$ cat src/rtl/uart_rx_os16.sv
`default_nettype none
// ============================================================================
// Module   : uart_rx_os16
// Purpose  : UART receiver with 16x oversampling and a 3-sample majority vote.
//            Checks the start, data, parity and stop bits. Delivers each word
//            with a one-cycle strobe and a held error flag.
// Revision : 1.0 - initial release
// ============================================================================
module uart_rx_os16 #(
  parameter int    CLK_FREQ   = 50_000_000,
  parameter int    BAUD_RATE  = 115200,
  parameter string PARITY     = "EVEN",
  parameter int    DATA_WIDTH = 8
) (
  input  logic                  clk,
  input  logic                  arstn,
  input  logic                  rx,
  output logic [DATA_WIDTH-1:0] rx_data,
  output logic                  rx_done,
  output logic                  rx_error,
  output logic                  rx_busy
);

  localparam int c_OS_DIV  = (CLK_FREQ + 8 * BAUD_RATE) / (16 * BAUD_RATE);
  localparam int c_DIV_W   = (c_OS_DIV > 1) ? $clog2(c_OS_DIV) : 1;
  localparam int c_BIT_W   = $clog2(DATA_WIDTH);
  localparam logic [c_DIV_W-1:0] c_DIV_LAST = c_DIV_W'(c_OS_DIV - 1);
  localparam logic [c_BIT_W-1:0] c_BIT_LAST = c_BIT_W'(DATA_WIDTH - 1);
  localparam bit c_HAS_PAR = (PARITY != "NONE");
  localparam bit c_ODD     = (PARITY == "ODD");

  localparam logic [2:0] c_S_IDLE   = 3'd0;
  localparam logic [2:0] c_S_START  = 3'd1;
  localparam logic [2:0] c_S_DATA   = 3'd2;
  localparam logic [2:0] c_S_PARITY = 3'd3;
  localparam logic [2:0] c_S_STOP   = 3'd4;

  logic [2:0]            r_state;
  logic [2:0]            w_next;
  logic                  r_rx_meta;
  logic                  r_rxs;
  logic                  r_rxs_d;
  logic [c_DIV_W-1:0]    r_div;
  logic [3:0]            r_tick_cnt;
  logic                  r_s7;
  logic                  r_s8;
  logic [DATA_WIDTH-1:0] r_shift;
  logic [c_BIT_W-1:0]    r_bit_cnt;
  logic                  r_perr;
  logic [DATA_WIDTH-1:0] r_rx_data;
  logic                  r_rx_done;
  logic                  r_rx_error;

  logic                  w_fall;
  logic                  w_start;
  logic                  w_tick;
  logic [3:0]            w_idx;
  logic                  w_at9;
  logic                  w_at15;
  logic                  w_maj;
  logic                  w_busy;
  logic                  w_shift_en;
  logic                  w_bit_adv;
  logic                  w_par_chk;
  logic                  w_finish;

  // Tick k of a bit lands k oversample periods after start detection, so the
  // label of the tick currently firing is one ahead of the stored count.
  assign w_fall  = r_rxs_d & ~r_rxs;
  assign w_start = (r_state == c_S_IDLE) & w_fall;
  assign w_tick  = (r_div == c_DIV_LAST);
  assign w_idx   = r_tick_cnt + 4'd1;
  assign w_at9   = w_tick & (w_idx == 4'd9);
  assign w_at15  = w_tick & (w_idx == 4'd15);
  assign w_maj   = (r_s7 & r_s8) | (r_s7 & r_rxs) | (r_s8 & r_rxs);

  // Two-flop synchronizer plus a delayed copy for falling-edge detection
  always_ff @(posedge clk or negedge arstn) begin
    if (!arstn) begin
      r_rx_meta <= 1'b1;
      r_rxs     <= 1'b1;
      r_rxs_d   <= 1'b1;
    end else begin
      r_rx_meta <= rx;
      r_rxs     <= r_rx_meta;
      r_rxs_d   <= r_rxs;
    end
  end

  // Oversample divider and tick counter, realigned to every detected start
  always_ff @(posedge clk or negedge arstn) begin
    if (!arstn) begin
      r_div      <= '0;
      r_tick_cnt <= '0;
    end else if (w_start) begin
      r_div      <= '0;
      r_tick_cnt <= '0;
    end else if (w_tick) begin
      r_div      <= '0;
      r_tick_cnt <= w_idx;
    end else begin
      r_div      <= r_div + 1'b1;
    end
  end

  // Capture the first two votes; the third is the live sample on tick 9
  always_ff @(posedge clk or negedge arstn) begin
    if (!arstn) begin
      r_s7 <= 1'b1;
      r_s8 <= 1'b1;
    end else if (w_tick) begin
      if (w_idx == 4'd7) r_s7 <= r_rxs;
      if (w_idx == 4'd8) r_s8 <= r_rxs;
    end
  end

  // FSM state register
  always_ff @(posedge clk or negedge arstn) begin
    if (!arstn) r_state <= c_S_IDLE;
    else        r_state <= w_next;
  end

  // FSM next-state logic
  always_comb begin
    w_next = r_state;
    case (r_state)
      c_S_IDLE:   if (w_fall) w_next = c_S_START;
      c_S_START: begin
        if (w_at9 && w_maj) w_next = c_S_IDLE;
        else if (w_at15)    w_next = c_S_DATA;
      end
      c_S_DATA:   if (w_at15 && (r_bit_cnt == c_BIT_LAST))
                    w_next = c_HAS_PAR ? c_S_PARITY : c_S_STOP;
      c_S_PARITY: if (w_at15) w_next = c_S_STOP;
      c_S_STOP:   if (w_at9) w_next = c_S_IDLE;
      default:    w_next = c_S_IDLE;
    endcase
  end

  // FSM output decode
  always_comb begin
    w_busy     = (r_state != c_S_IDLE);
    w_shift_en = (r_state == c_S_DATA) & w_at9;
    w_bit_adv  = (r_state == c_S_DATA) & w_at15;
    w_par_chk  = (r_state == c_S_PARITY) & w_at9;
    w_finish   = (r_state == c_S_STOP) & w_at9;
  end

  // Data shift register, bit counter and parity check
  always_ff @(posedge clk or negedge arstn) begin
    if (!arstn) begin
      r_shift   <= '0;
      r_bit_cnt <= '0;
      r_perr    <= 1'b0;
    end else if (w_start) begin
      r_shift   <= '0;
      r_bit_cnt <= '0;
      r_perr    <= 1'b0;
    end else begin
      if (w_shift_en) r_shift   <= {w_maj, r_shift[DATA_WIDTH-1:1]};
      if (w_bit_adv)  r_bit_cnt <= r_bit_cnt + 1'b1;
      if (w_par_chk)  r_perr    <= (^r_shift) ^ w_maj ^ c_ODD;
    end
  end

  // Output register: word, error flag and strobe all update on one edge
  always_ff @(posedge clk or negedge arstn) begin
    if (!arstn) begin
      r_rx_data  <= '0;
      r_rx_done  <= 1'b0;
      r_rx_error <= 1'b0;
    end else begin
      r_rx_done <= w_finish;
      if (w_finish) begin
        r_rx_data  <= r_shift;
        r_rx_error <= r_perr | ~w_maj;
      end
    end
  end

  assign rx_data  = r_rx_data;
  assign rx_done  = r_rx_done;
  assign rx_error = r_rx_error;
  assign rx_busy  = w_busy;

endmodule
`default_nettype wire

$ cat config.mk
export PLATFORM = sky130hd
export DESIGN_NAME = uart_rx_os16
export DESIGN_NICKNAME = d
export VERILOG_FILES = /design/src/rtl/uart_rx_os16.sv
export SDC_FILE = /design/constraint.sdc
export NUM_CORES = 1
export LEC_CHECK = 0
export CORE_MARGIN = 4
export CORE_UTILIZATION = 55
export DETAILED_ROUTE_END_ITERATION = 6
export PLACE_DENSITY = 0.83
export SETUP_SLACK_MARGIN = 0.1
export SLEW_MARGIN = 10
export SYNTH_ARGS = -nofsm -noshare
export SYNTH_HDL_FRONTEND = slang
export SYNTH_SLANG_ARGS = --single-unit
export TNS_END_PERCENT = 5
$ cat constraint.sdc
create_clock -name clk -period 3.95 [get_ports clk]
set_clock_uncertainty 0.1 [all_clocks]
set_input_delay 0.5925 -clock clk [delete_from_list [all_inputs] [get_ports clk]]
set_output_delay 0.5925 -clock clk [all_outputs]
set_load 0.02 [all_outputs]
==> flow_summary.yaml <==
route:
  num_vias: 1178
  wire_per_inst_um: 14.88
  final_antenna_net_count: 0
  drc: 0
  first_iter_violations: 94
  wirelength_um: 3258
  drt_first_pass_iters: 4
  vias_per_cell: 5.379
cts:
  ctsHoldBuffers: 0
  clk_path_buf_depth: 2
  cts.sinks: 39
  clk_latency_ns: 0.34
  cts_max_level: 2
  post_cts_buffers: 0
  cts_tree: "built"
  cts_root_buf: "clkbuf_4"
  cts_resized: 0
  cts_made_buffers: 5
  clkTransAtPathRegs_ns: 0.12
synth:
  synth-edff-count: 0
  syn_inst: 159
  yosysUniqueCellTypes: 36
  syn_area_per_cell_um2: 11.73
  synthArstFlopShare_pct: 100.0
  yosysTopAreaCellShare_pct: 45.64
  syn_nets: 170
  ys_ff_latch: 39
  yosysSeqAreaShare_pct: 52.68
  syn_area_um2: 1864
  yosys.area.top_type: "dfrtp_1"
  ys_top_cells_by_area: "dfrtp_1 (46%), dfstp_2 (7.0%), ha_1 (5.4%)"
  ys_warn_count: 0
  synth.top_cells.by_count: "dfrtp_1 (34), nor2_1 (22), mux2i_1 (10)"
  synth_most_common_cell: "dfrtp_1"
  synth-main-ff-cell: "dfrtp_1"
timing:
  setup_slack_ns: 1.459
  worstMarginPinSlew_ns: 0.9911
  finalCriticalPeriod_ns: 2.491
  max_freq_ghz: 0.4015
  finalSetupTns_ns: 0
  drv_slew: 0
  hold_violations: 0
  period_share_pct: 63.06
  rsz0062_at_grt: "false"
  setup_viol: 0
  maxSlewHeadroom_pct: 33.63
layout:
  drive_above_1_share_pct: 12.57
  seqCellArea_um2: 982.2
  diodes: 0
  multi_input_area_um2: 832.0
  nets: 185
  syn_to_final_growth_pct: 10.67
  final_util_pct: 65.44
  fillers: 249
  design_area_um2: 2063
power_and_ir_drop:
  vdd_drop_max_mv: 0.3031
  total_power_uw: 789.3
  powerDensity_nw_per_um2: 382.6
  leakagePower_nw: 0.9905
grt:
  grt_pass1_wl_um: 5678
  antenna_found_initial: 0
  grt.total_usage_pct: 17.14
  grt_max_degree: 40
  first_global_vias: 1140
  grt_overflow: 0
floorplan:
  die_h_um: 66.22
  die_w_um: 66.22
  num_rows: 20
  dieArea_um2: 4385
  core_area_um2: 3153
  ios: 14
  start_util_pct: 59.13
setup_path:
  worstPathCellList: "or3_1 -> clkdlybuf4s50_1"
  arrival_ns: 1.80
  cp_data_required_time_ns: 3.26
  max_stage_delay_ns: 0.56
  start_kind: "flip-flop"
  critPathMaxFanout: 7
  r2r-end: "rx_data[6]"
  crit_end: "rx_busy"
  worst-r2r-cell-count: 5
  worst_setup_path_end_kind: "primary output"
  crit-reg2reg-launch: "r_tick_cnt[0]"
  path_class: "flip-flop to primary output"
  crit_start: "r_state[1]"
  cp_slowest_cell: "clkdlybuf4s50_1"
  regToRegSetupSlack_ns: 1.46
placed_design:
  dpl.hpwl_um: 2338
  gp_congestion: 0.8811
  post-place-ws_ns: 1.484
  portBuffers: 13
  dpl_cell_area_um2: 2009
run_status:
  status: "finished clean"
run:
  cap_viol_max_count: 0
min_path:
  hold_class: "primary input to async pin"
[how the worst min path moves through the flow]
stage	start	end	slack, ns
after floorplan	arstn	r_bit_cnt[0]	0.20
after global placement	r_rx_meta	r_rxs	0.25
after detailed placement	r_rx_meta	r_rxs	0.25
after CTS	arstn	rx_error	0.26
after global routing	r_rx_meta	r_rxs	0.28
final	arstn	rx_data[0]	0.24
[cell families after synthesis]
| logic type | count (synthesis) | synth area share [%] |
|---|---|---|
| adder cells (fa/ha/maj) | 8 | 5.369 |
| AND/OR/NAND/NOR | 56 | 15.84 |
| XOR/XNOR | 15 | 8.188 |
| buffers and inverters | 9 | 2.684 |
| AO/OA/AOI/OAI | 12 | 3.826 |
| multiplexers | 20 | 11.41 |
| flip-flops | 39 | 52.68 |
[sequential cells by signal, summed over array words and instances, names as in the netlist, 3 cells and up]
signal,cells
r_bit_cnt,3
r_div,5
r_shift,8
r_state,3
r_tick_cnt,4
rx_data,8
[metal layers]
layer,vias up,track usage [%],part of all wire [%]
met3,4,4.422,3.6
li1,569,-,-
met5,-,0,0
met2,22,25.53,47
met4,0,3.807,1.0
met1,583,25.05,48
[cells in the final DEF (no fill, tap or decap), types with 4 or more instances in the layout]
cell type and instances:
dfrtp_1 34, nor2_1 22, clkdlybuf4s50_1 12, mux2i_1 10
nand2_1 9, xnor2_1 9, ha_1 8, nand3_1 7
mux2_1 7, clkbuf_4 5, dfstp_2 5, inv_1 4
xor2_1 4
[cell type report]
cell class,instances,share of cell area (%)
inverter,4,0.7277
sequential,39,47.60
timing repair buffer,13,6.064
clock buffer,6,2.001
tap,44,2.668
multi-input combinational,111,40.33
clock inverter,2,0.6064
[metrics by stage]
stage,std cells,hold WS (ns)
2_1_floorplan,159,0.1969
3_3_place_gp,211,0.2469
3_5_place_dp,211,0.2523
4_1_cts,219,0.2610
5_1_grt,219,0.2768
6_report,219,0.2385
[power breakdown]
part	leakage [nW]	internal (mW)	switching (mW)
clock network	0.0282	0.0687	0.127
logic	0.449	0.0515	0.0647
registers	0.513	0.436	0.0409
total	0.990	0.556	0.233
[critical path: cells and delay by family, from the launching register on]
family	cells	cell delay [ns]
buffers and inverters	1	0.56
and+or+nand+nor	1	0.43
DFF	1	0.48
Power figures use the tool's default switching activity.
